### src/rtl/mux_arb_pkg.sv
// Shared types and helpers for the round-robin packet arbiter.
//   arb_state_t : arbiter FSM state (idle arbitration / grant locked for a packet)
//   rr_pick     : first set bit of valid at or after ptr, wrapping at n
package mux_arb_pkg;

  typedef enum logic {ARB_IDLE, ARB_LOCKED} arb_state_t;

  // Widest requester vector rr_pick accepts; callers zero-extend into it.
  localparam int unsigned MaxReq  = 32;
  localparam int unsigned MaxReqW = 5;

  function automatic int unsigned rr_pick(input logic [MaxReq-1:0] valid,
                                          input int unsigned ptr,
                                          input int unsigned n);
    int unsigned idx;
    logic        found;
    rr_pick = 0;
    found   = 1'b0;
    for (int unsigned k = 0; k < MaxReq; k++) begin
      // ptr < n and k < n, so a single subtraction completes the wrap.
      idx = ptr + k;
      if (idx >= n) idx = idx - n;
      if ((k < n) && !found && valid[idx[MaxReqW-1:0]]) begin
        rr_pick = idx;
        found   = 1'b1;
      end
    end
  endfunction

endpackage

### src/rtl/mux_nto1_word.sv
// Combinational N:1 word multiplexer.
//   data_i : N words packed, word i at [i*WIDTH +: WIDTH]
//   sel_i  : index of the word to forward (out-of-range selects zero)
//   data_o : selected word
module mux_nto1_word #(
  parameter int unsigned N     = 4,
  parameter int unsigned WIDTH = 8,
  localparam int unsigned SEL_W = (N > 1) ? $clog2(N) : 1
) (
  input  logic [N*WIDTH-1:0] data_i,
  input  logic [SEL_W-1:0]   sel_i,
  output logic [WIDTH-1:0]   data_o
);

  always_comb begin
    data_o = '0;
    for (int unsigned i = 0; i < N; i++) begin
      if (sel_i == SEL_W'(i)) data_o = data_i[i*WIDTH +: WIDTH];
    end
  end

endmodule

### src/rtl/rr_mux_arbiter.sv
// Round-robin packet arbiter sharing one WIDTH-bit channel between N_REQ requesters.
// A grant is locked from the first beat until the beat carrying last has transferred;
// beats go through an N:1 mux into a one-entry valid/ready output register.
//   clk, rst_n          : clock, asynchronous active-low reset
//   req_valid/last/data : per-requester beat stream (requester i data at [i*WIDTH +: WIDTH])
//   req_ready           : per-requester accept, only the granted bit can be set
//   out_valid/data/last : registered output beat
//   out_sel             : requester index that sourced the output beat
//   out_ready           : downstream accept
//   busy                : grant is locked
module rr_mux_arbiter #(
  parameter int unsigned N_REQ = 4,
  parameter int unsigned WIDTH = 8,
  localparam int unsigned SEL_W = (N_REQ > 1) ? $clog2(N_REQ) : 1
) (
  input  logic                   clk,
  input  logic                   rst_n,
  input  logic [N_REQ-1:0]       req_valid,
  input  logic [N_REQ-1:0]       req_last,
  input  logic [N_REQ*WIDTH-1:0] req_data,
  output logic [N_REQ-1:0]       req_ready,
  output logic                   out_valid,
  output logic [WIDTH-1:0]       out_data,
  output logic                   out_last,
  output logic [SEL_W-1:0]       out_sel,
  input  logic                   out_ready,
  output logic                   busy
);
  import mux_arb_pkg::*;

  if (N_REQ < 2 || N_REQ > MaxReq) begin : g_bad_n_req
    $error("rr_mux_arbiter: N_REQ must be in 2..32");
  end

  // Each mux word carries {last, data} so one mux serves both.
  localparam int unsigned BW = WIDTH + 1;

  arb_state_t       state_q, state_d;
  logic [SEL_W-1:0] ptr_q, ptr_d;
  logic [SEL_W-1:0] gnt_q, gnt_d;
  logic             out_valid_q, out_valid_d;
  logic [WIDTH-1:0] out_data_q, out_data_d;
  logic             out_last_q, out_last_d;
  logic [SEL_W-1:0] out_sel_q, out_sel_d;

  logic [N_REQ*BW-1:0] beat_bus;
  logic [BW-1:0]       sel_beat;
  logic                accept;
  logic                xfer;

  for (genvar i = 0; i < N_REQ; i++) begin : g_pack
    assign beat_bus[i*BW +: BW] = {req_last[i], req_data[i*WIDTH +: WIDTH]};
  end

  mux_nto1_word #(
    .N     (N_REQ),
    .WIDTH (BW)
  ) u_mux (
    .data_i (beat_bus),
    .sel_i  (gnt_q),
    .data_o (sel_beat)
  );

  // req_ready is a function of registered state and out_ready only, never of req_valid.
  assign accept = !out_valid_q || out_ready;

  always_comb begin
    req_ready = '0;
    if (state_q == ARB_LOCKED) req_ready[gnt_q] = accept;
  end

  assign xfer = req_ready[gnt_q] && req_valid[gnt_q];

  always_comb begin
    state_d     = state_q;
    ptr_d       = ptr_q;
    gnt_d       = gnt_q;
    out_valid_d = out_valid_q;
    out_data_d  = out_data_q;
    out_last_d  = out_last_q;
    out_sel_d   = out_sel_q;

    unique case (state_q)
      ARB_IDLE: begin
        if (|req_valid) begin
          gnt_d   = SEL_W'(rr_pick(MaxReq'(req_valid), int'(ptr_q), N_REQ));
          state_d = ARB_LOCKED;
        end
      end
      ARB_LOCKED: begin
        if (xfer && sel_beat[WIDTH]) begin
          state_d = ARB_IDLE;
          ptr_d   = (gnt_q == SEL_W'(N_REQ - 1)) ? '0 : gnt_q + 1'b1;
        end
      end
      default: state_d = ARB_IDLE;
    endcase

    // A load wins over a drain, giving back-to-back beats at full rate.
    if (xfer) begin
      out_valid_d = 1'b1;
      out_data_d  = sel_beat[WIDTH-1:0];
      out_last_d  = sel_beat[WIDTH];
      out_sel_d   = gnt_q;
    end else if (out_valid_q && out_ready) begin
      out_valid_d = 1'b0;
    end
  end

  always_ff @(posedge clk or negedge rst_n) begin
    if (!rst_n) begin
      state_q     <= ARB_IDLE;
      ptr_q       <= '0;
      gnt_q       <= '0;
      out_valid_q <= 1'b0;
      out_data_q  <= '0;
      out_last_q  <= 1'b0;
      out_sel_q   <= '0;
    end else begin
      state_q     <= state_d;
      ptr_q       <= ptr_d;
      gnt_q       <= gnt_d;
      out_valid_q <= out_valid_d;
      out_data_q  <= out_data_d;
      out_last_q  <= out_last_d;
      out_sel_q   <= out_sel_d;
    end
  end

  assign out_valid = out_valid_q;
  assign out_data  = out_data_q;
  assign out_last  = out_last_q;
  assign out_sel   = out_sel_q;
  assign busy      = (state_q == ARB_LOCKED);

endmodule
### config.mk
export PLATFORM = sky130hd
export DESIGN_NAME = rr_mux_arbiter
export DESIGN_NICKNAME = d
export VERILOG_FILES = /design/src/rtl/mux_arb_pkg.sv /design/src/rtl/mux_nto1_word.sv /design/src/rtl/rr_mux_arbiter.sv
export SDC_FILE = /design/constraint.sdc
export NUM_CORES = 1
export LEC_CHECK = 0
export CORE_ASPECT_RATIO = 0.5
export CORE_UTILIZATION = 42
export DETAILED_ROUTE_END_ITERATION = 10
export GPL_ROUTABILITY_DRIVEN = 1
export PLACE_DENSITY = 0.8
export SYNTH_ARGS = -nofsm -noshare
export SYNTH_HDL_FRONTEND = slang
export SYNTH_SLANG_ARGS = --single-unit
### constraint.sdc
create_clock -name clk -period 2.45 [get_ports clk]
set_input_delay 0.735 -clock clk [delete_from_list [all_inputs] [get_ports clk]]
set_output_delay 0.735 -clock clk [all_outputs]
set_load 0.03 [all_outputs]
# ---- Word-level counts from Yosys, hierarchy flattened
# Cells that the tools add are included.
dict set report totals {
  elab_cells 97
  reg_bits 17
  in_bits 43
}
dict set report classes {
  n_eq_ne 3
  order_cmp 10
  reduce_logical 17
  mux 50
  add_sub_neg 8
  bitwise_logic 2
}
# operator count
set op_table {}
lappend op_table {{5-bit 2-to-1 mux} 12}
lappend op_table {{9-bit 2-to-1 mux} 4}
lappend op_table {{5-bit by 6-bit < comparator with 1-bit output (second input constant)} 4}
lappend op_table {{1-bit binary-select mux with 5-bit select} 4}
lappend op_table {{1-bit 2-to-1 mux} 20}
lappend op_table {{3-bit by 3-bit subtractor with 4-bit output (second input constant)} 3}
lappend op_table {{2-bit 2-to-1 mux} 5}
lappend op_table {{3-bit greater-or-equal comparator (second input constant)} 3}
lappend op_table {{1-bit logical AND} 7}
lappend op_table {{2-bit by 2-bit adder with 3-bit output (second input constant)} 2}
lappend op_table {{4-bit bitwise AND} 1}
lappend op_table {{1-bit binary-select mux with 2-bit select} 2}
lappend op_table {{2-bit equality test (second input constant)} 2}
lappend op_table {{1-bit zero test} 4}
lappend op_table {{4-bit 2-to-1 mux} 1}
lappend op_table {{2-bit AND reduction} 2}
lappend op_table {{4-bit OR reduction} 1}
lappend op_table {{2-bit by 3-bit subtractor with 4-bit output (second input constant)} 1}
lappend op_table {{2-bit by 1-bit adder with 3-bit output (second input constant)} 1}
lappend op_table {{2-bit by 3-bit greater-or-equal comparator with 1-bit output (second input constant)} 1}
lappend op_table {{2-bit by 3-bit < comparator with 1-bit output (second input constant)} 1}
lappend op_table {{2-bit by 1-bit adder with 2-bit output (second input constant)} 1}
lappend op_table {{1-bit demux with 2-bit select} 1}
lappend op_table {{2-bit by 1-bit equality test with 1-bit output (second input constant)} 1}
lappend op_table {{6 further kinds} 6}

# ---- Logic depth before layout (Yosys ltp)
# Gate-level depths: netlist (run 1).
dict set report depth {
  word_depth 22
  ltp_mapped 9
  ltp_nobuf 7
}

# ---- Modules after synthesis
# A second synthesis (run 1) with hierarchy kept.
dict set report unflattened {
  cells_unflattened 106
  hier_area_um2 1268.7
}
# module cells_each area_per_inst_um2 instances
set by_module_without_submodules {}
lappend by_module_without_submodules {rr_mux_arbiter 95 1049.8 1}
lappend by_module_without_submodules {mux_nto1_word 11 219.0 1}

# ---- Worst setup path before layout (run 1)
# OpenSTA, ideal clock, no wires.
dict set report synth_timing {
  path_type {flip-flop to output port}
  startpoint {reg gnt_q[0]}
  endpoint {out req_ready[2]}
  arrival_time_ps 1654
  n_path_buf 3
  stages_incl_launch_ff 7
  path_slack_ps 61
  path_cell_list {dfrtp_1 -> clkbuf_2 -> inv_1 -> ha_1 -> clkbuf_1 -> clkbuf_1 -> and3_1}
}
dict set report synth_via {
  elab_chain_cells 6
  word_cells_on_any_way 7
  cone_classes {order compare: 2; mux: 3; bitwise: 1; reduce/logical: 1}
}
# element line
set synth_rtl {}
lappend synth_rtl {{start: declaration} rr_mux_arbiter.sv:40} ;# logic [SEL_W-1:0] gnt_q, gnt_d;
lappend synth_rtl {{start signal: assignment} rr_mux_arbiter.sv:122} ;# gnt_q <= gnt_d;
lappend synth_rtl {{2-bit by 3-bit < comparator with 1-bit output (implied by the code) / 2-bit by 1-bit greater-or-equal comparator with 1-bit output (equally long branches)} rr_mux_arbiter.sv:69} ;# if (state_q == ARB_LOCKED) req_ready[gnt_q] = accept;
lappend synth_rtl {{1-bit logical AND (implied by the code)} rr_mux_arbiter.sv:69}
lappend synth_rtl {{1-bit 2-to-1 mux (implied by the code)} rr_mux_arbiter.sv:69}
lappend synth_rtl {{1-bit demux with 2-bit select *} rr_mux_arbiter.sv:69}
lappend synth_rtl {{4-bit bitwise AND (no source line) *} n/a}
lappend synth_rtl {{4-bit 2-to-1 mux *} rr_mux_arbiter.sv:69}
lappend synth_rtl {{end: declaration} rr_mux_arbiter.sv:21} ;# output logic [N_REQ-1:0] req_ready,
# Mark *: on every way between the ends. The rest lies on a longest branch, timed or not.

# ---- Final worst setup path (run 1)
dict set report layout_timing {
  startpoint {in out_ready}
  endpoint {out req_ready[3]}
}
dict set report layout_via {
  elab_chain_cells 3
}
# element line
set layout_rtl {}
lappend layout_rtl {{start: declaration} rr_mux_arbiter.sv:26} ;# input logic out_ready,
lappend layout_rtl {{1-bit logical OR} rr_mux_arbiter.sv:65} ;# assign accept = !out_valid_q || out_ready;
lappend layout_rtl {{4-bit bitwise AND (no source line)} n/a}
lappend layout_rtl {{4-bit 2-to-1 mux} rr_mux_arbiter.sv:69}
# No other way between the ends.

==> flow_metrics.env, run 1 <==
export IMPL_critical_path_required_ns=1.71
export IMPL_grt_pass1_wl_um=6140
export IMPL_rsz0062_at_grt="no"
export IMPL_powerDensity_mw_per_mm2=1240
export IMPL_io_pins=60
export IMPL_yosys_register_bits=17
export IMPL_syn_to_final_growth_pct=56.6
export IMPL_fmax_mhz=417
export IMPL_postLayoutCellArea_mm2=0.00213
export IMPL_cp_max_fo=6
export IMPL_finalPower_mw=2.64
export IMPL_hpwl_um=3010
export IMPL_path_cells="clkdlybuf4s50_1 -> nand2b_4 -> and3_1 -> buf_4"
export IMPL_syn_nets=210
export IMPL_min_period_over_period_pct=97.8
export IMPL_first_pass_iters=4
export IMPL_fp_dieArea_mm2=0.00349
export IMPL_worstPathBufferInverterCount=2
export IMPL_grt_pass1_vias=1429
export IMPL_clock_sinks=17
export IMPL_synthCells=159
export IMPL_finalSetupViolations=0
export IMPL_antenna_found_initial=0
export IMPL_numPortBuffers=59
export IMPL_core_mm2=0.00305
export IMPL_drv_cap=0
export IMPL_wl_per_cell_um=14.5
export IMPL_gp_congestion=0.958
export IMPL_tightestPinTransition_ns=0.513
export IMPL_ir_drop_mv=0.728
export IMPL_postCtsSetupBuffers=0
export IMPL_root_buffer="clkbuf_8"
export IMPL_period_minus_slack_ns=2.40
export IMPL_place_area_mm2=0.00207
export IMPL_cp_top_family="buffers and inverters"
export IMPL_critPathKind="in -> out"
export IMPL_final_layout_size_suffix_gt1_share_pct=16.5
export IMPL_finClkSkew_ns=0.00131
export IMPL_ys_warnings_count=0
export IMPL_clk_path_buf_depth=2
export IMPL_grtUsageTotal_pct=23.4
export IMPL_syn_area_mm2=0.00136
export IMPL_hold_violations=0
export IMPL_critPathArrivalTime_ns=1.66
export IMPL_fin_util_pct=70.0
export IMPL_drc=0
export IMPL_antenna_left=0
export IMPL_post_synth_cell_area_avg_um2=8.56
export IMPL_synthArstFlopShare_pct=100
export IMPL_n_fill_cell=229
export IMPL_slowest_stage="clkdlybuf4s50_1"
export IMPL_cts_buffers=3
export IMPL_max_stage_delay_ns=0.47
export IMPL_die_h_um=42.3
export IMPL_routed_wl_um=3910
export IMPL_antenna_cells=0
export IMPL_initial_core_util_pct=44.7
export IMPL_relSlewSlack_pct=65.5
export IMPL_drt_iter0_markers=56
export IMPL_row_count=14
export IMPL_worst_r2r_path_depth=7
export IMPL_hold_class="reg -> reg"
export IMPL_synth_edff_count=0
export IMPL_synth_cell_types=37
export IMPL_ys_seq_area_share_pct=31.3
export IMPL_clock_latency_ns=0.25
export IMPL_cts_max_level=1
export IMPL_die_x_um=82.5
export IMPL_final_max_slew_viol_count=0
export IMPL_holdPathStages=2
export IMPL_cts_tree="yes"
export IMPL_p_leak_nw=0.926
export IMPL_status="finished clean"
export IMPL_vias=1481
export IMPL_final_nets=282
export IMPL_grt_ovfl_total=0
export IMPL_critPathLaunchType="input pin"
export IMPL_grt_max_degree=20
export IMPL_cp_num_cells=4
export IMPL_post_drt_via_cell_ratio=5.49
export IMPL_clk_pin_slew_ns=0.06
export IMPL_crit_path_end_kind="output port"
export IMPL_ys_flop_type="dfrtp_1"
==> metrics by stage <==
step | setup TNS (ns) | worst slack, ns | hold slack (ns) | std cells
final | 0 | 0.0530 | 0.484 | 270
after global routing | 0 | 0.0284 | 0.499 | 270
after CTS | 0 | 0.0670 | 0.486 | 270
after detailed placement | -0.374 | -0.190 | 0.472 | 266
after global placement | -0.00893 | -0.00893 | 0.460 | 266
after floorplan | 0 | 0.0615 | 0.439 | 159
==> path summary, 6_finish.rpt <==
path	start	to	slack, ns
min	out_data[4]	out_data[4]	0.48
max	out_ready	req_ready[3]	0.05
min in group asynchronous	rst_n	out_data[1]	0.82
max in group asynchronous	rst_n	busy	1.45
max reg2reg	gnt_q[0]	ptr_q[1]	0.17
min reg2reg	out_data[4]	out_data[4]	0.48
==> flip-flops by register name, summed over array words and instances (netlist names) <==
name,flops
ptr_q,2
out_last,1
busy,1
out_valid,1
out_sel,2
out_data,8
gnt_q,2
==> synthesized netlist by cell type (all sizes together), types with 2 or more instances <==
cell type | number | share of area, %
mux2 | 7 | 6.3
a31oi | 2 | 0.92
a21oi | 15 | 5.8
clkbuf | 8 | 2.6
a221oi | 6 | 3.9
nor2 | 7 | 1.9
mux2i | 8 | 5.9
and2b | 2 | 1.2
nor4 | 3 | 1.4
a2111oi | 2 | 1.5
nor3 | 8 | 2.9
o211ai | 3 | 2.0
nand3 | 2 | 0.74
a21o | 2 | 1.1
nand2 | 18 | 5.0
nor2b | 5 | 2.3
inv | 6 | 1.7
ha | 8 | 7.4
dfrtp | 17 | 31
nand3b | 4 | 2.2
o21ai | 12 | 4.4
and3 | 4 | 1.8
buf | 2 | 1.7
==> power breakdown <==
group          internal (mW)  switching, mW  total, mW  leakage (nW)
logic                  0.858           1.04       1.90         0.694
clock network          0.115         0.0878      0.203        0.0228
registers              0.416          0.119      0.536         0.209
==> metal layers <==
layer | part of all wire (%) | GRT usage (%) | wire [um]
met5 | 0 | 0 | 0
met1 | 42 | 26.4 | 1650
met2 | 49 | 45.0 | 1930
met3 | 7.5 | 5.22 | 291
met4 | 0.90 | 4.48 | 35
==> tightest hold or removal path, cell delays in order, from the launching register on <==
cell and delay, ns:
dfrtp_1 0.34, nand2_1 0.05, o21ai_0 0.06
==> final cells by class <==
cell class              instances  area [um2]  share of cell area [%]
multi-input cells             126         873                    41.0
repair buffers                 77         716                    33.6
flip-flops and latches         17         425                    20.0
well taps                      40        50.0                    2.35
clock buffers                   4        45.0                    2.11
inverters                       6        22.5                    1.06
==> what timing repair did <==
item / CTS / global route
setup endpoints to repair: 3 / 1
hold buffers: 0 / 0
gates resized for setup: 1 / 2
==> placed cells by master, fill, tap and decap left out <==
cell type / count
o31ai_1: 1
o21ai_0: 12
nand3_1: 2
clkbuf_1: 1
nor2b_1: 5
o32ai_1: 1
nand3b_1: 4
ha_1: 8
and2_1: 1
o211ai_2: 1
clkdlybuf4s50_1: 55
and3_1: 4
inv_1: 6
a2111oi_2: 2
dfrtp_1: 17
nor2_1: 7
a211o_1: 1
nand2b_4: 1
buf_4: 22
nor3_1: 8
o21bai_1: 1
o22ai_1: 1
mux2i_1: 8
o211ai_1: 2
a31oi_1: 2
a21oi_2: 1
and2b_1: 1
clkbuf_8: 3
mux2_2: 5
a21oi_1: 14
nand2_1: 18
or2_1: 1
a221oi_1: 6
nor4_1: 3
mux2_4: 2
a21o_1: 2
and2b_2: 1
==> logic make-up after synthesis <==
family	count (synthesis)	synth area share (%)
fa+ha+maj	8	7.35
buf+inv	16	5.88
simple gates	56	20.9
flops	17	31.3
mux	15	12.2
compound gates	47	22.4
No activity file was read; power rests on OpenSTA's default activity.
==> inputs of run 2 (changes only) <==
- CELL_PAD_IN_SITES_DETAIL_PLACEMENT: default -> 1
- CELL_PAD_IN_SITES_GLOBAL_PLACEMENT: default -> 1
- CORE_UTILIZATION: 42 -> 30
- PLACE_DENSITY: 0.8 -> default
- PLACE_DENSITY_LB_ADDON: default -> 0.1
==> flow_metrics.env, run 2 (synthesis gave the netlist of run 1 again) <==
export IMPL_status="finished clean"
export IMPL_r2r_start="gnt_q[0]"
export IMPL_io_pins=60
export IMPL_gp_congestion=0.877
export IMPL_clock_latency_ns=0.26
export IMPL_grtUsageTotal_pct=19.8
export IMPL_first_pass_iters=2
export IMPL_period_minus_slack_ns=2.45
export IMPL_syn_to_final_growth_pct=58.0
export IMPL_postCtsSetupBuffers=0
export IMPL_routed_wl_um=4610
export IMPL_fmax_mhz=409
export IMPL_largest_reg_flops=8
export IMPL_tightestPinTransition_ns=0.468
export IMPL_fp_dieArea_mm2=0.00483
export IMPL_critical_path_required_ns=1.71
export IMPL_die_h_um=49.6
export IMPL_ir_drop_mv=0.392
export IMPL_row_count=16
export IMPL_clk_pin_slew_ns=0.08
export IMPL_grt_pass1_wl_um=7590
export IMPL_fin_setup_tns_ns=0
export IMPL_wl_per_cell_um=16.2
export IMPL_p_leak_nw=0.931
export IMPL_crit_path_end_kind="output port"
export IMPL_final_max_slew_viol_count=0
export IMPL_place_inst=281
export IMPL_startpoint="out_ready"
export IMPL_cts_resized=1
export IMPL_holdBufCountCts=0
export IMPL_rsz0062_at_grt="no"
export IMPL_powerDensity_mw_per_mm2=1260
export IMPL_cts_buffers=3
export IMPL_final_nets=283
export IMPL_numPortBuffers=59
export IMPL_drt_iter0_markers=38
export IMPL_critPathKind="in -> out"
export IMPL_vias=1460
export IMPL_root_buffer="clkbuf_8"
export IMPL_relSlewSlack_pct=68.6
export IMPL_critPathLaunchType="input pin"
export IMPL_hold_class="reg -> reg"
export IMPL_antenna_cells=0
export IMPL_antenna_found_initial=0
export IMPL_cp_max_fo=6
export IMPL_final_cells=285
export IMPL_hp_start="out_last"
export IMPL_min_period_over_period_pct=99.8
export IMPL_core_mm2=0.00412
export IMPL_critPathArrivalTime_ns=1.71
export IMPL_hold_violations=0
export IMPL_drc=0
export IMPL_clock_sinks=17
export IMPL_initial_core_util_pct=33.0
export IMPL_holdPathStages=1
export IMPL_final_layout_size_suffix_gt1_share_pct=16.9
export IMPL_drv_cap=0
export IMPL_hpwl_um=3660
export IMPL_grt_ovfl_total=0
export IMPL_clk_path_buf_depth=2
export IMPL_grt_max_degree=18
export IMPL_cts_tree="yes"
export IMPL_post_drt_via_cell_ratio=5.12
export IMPL_finClkSkew_ns=0.00960
export IMPL_worst_r2r_path_depth=7
export IMPL_finalPower_mw=2.72
export IMPL_grt_pass1_vias=1528
export IMPL_antenna_left=0
export IMPL_fin_util_pct=52.2
export IMPL_final_common_cell="clkdlybuf4s50_1"
export IMPL_finalSetupViolations=0
export IMPL_final_cell_mix="clkdlybuf4s50_1, buf_4, nand2_1"
export IMPL_cts_max_level=1
export IMPL_die_x_um=97.3
## run 2: cell types whose count changed in the layout (fill, tap and decap cells not counted), sizes merged
cell / change
buf: +1
clkinv: +1
clkbuf: -1
## run 2: metal layers
metal	share of wire [%]	track usage, %	vias up
met2	48	35.4	39
met1	48	25.9	698
met5	0	0	-
li1	-	-	721
met4	0.41	2.94	0
met3	4.1	3.12	2
## run 2: worst max-delay path, cell delays in order
cell	delay, ns
clkdlybuf4s50_1	0.48
nand2b_4	0.15
and3_1	0.18
buf_4	0.16
## run 2: final timing paths
| kind | slack, ns | to |
|---|---|---|
| worst min register to register | 0.48 | out_last |
| worst max register to register | 0.24 | ptr_q[1] |
| max in group asynchronous | 1.43 | out_data[6] |
| min in group asynchronous | 0.81 | out_data[5] |
| worst max-delay path | 0.005 | req_ready[2] |
| worst min-delay path | 0.48 | out_last |
## run 2: where the power goes
| part | internal, mW | switching, mW | leakage, nW |
|---|---|---|---|
| Sequential | 0.416 | 0.0987 | 0.209 |
| Combinational | 0.895 | 1.09 | 0.696 |
| Clock | 0.113 | 0.107 | 0.0255 |
## run 2: final cells by class
cell class,count,area (um2)
Fill cell,492,1970
Multi-Input combinational cell,126,866
Timing Repair Buffer,78,723
Sequential cell,17,425
Tap cell,54,67.6
Clock buffer,3,41.3
Inverter,6,22.5
Clock inverter,1,5.00
## run 2: stage by stage
| stage | setup slack, ns | area, um2 | hold slack [ns] |
|---|---|---|---|
| 2_1_floorplan | 0.0615 | 1360 | 0.439 |
| 3_3_place_gp | -0.0856 | 2090 | 0.462 |
| 3_5_place_dp | -0.138 | 2090 | 0.472 |
| 4_1_cts | 0.0322 | 2150 | 0.491 |
| 5_1_grt | 0.0112 | 2150 | 0.514 |
| 6_report | 0.00457 | 2150 | 0.482 |
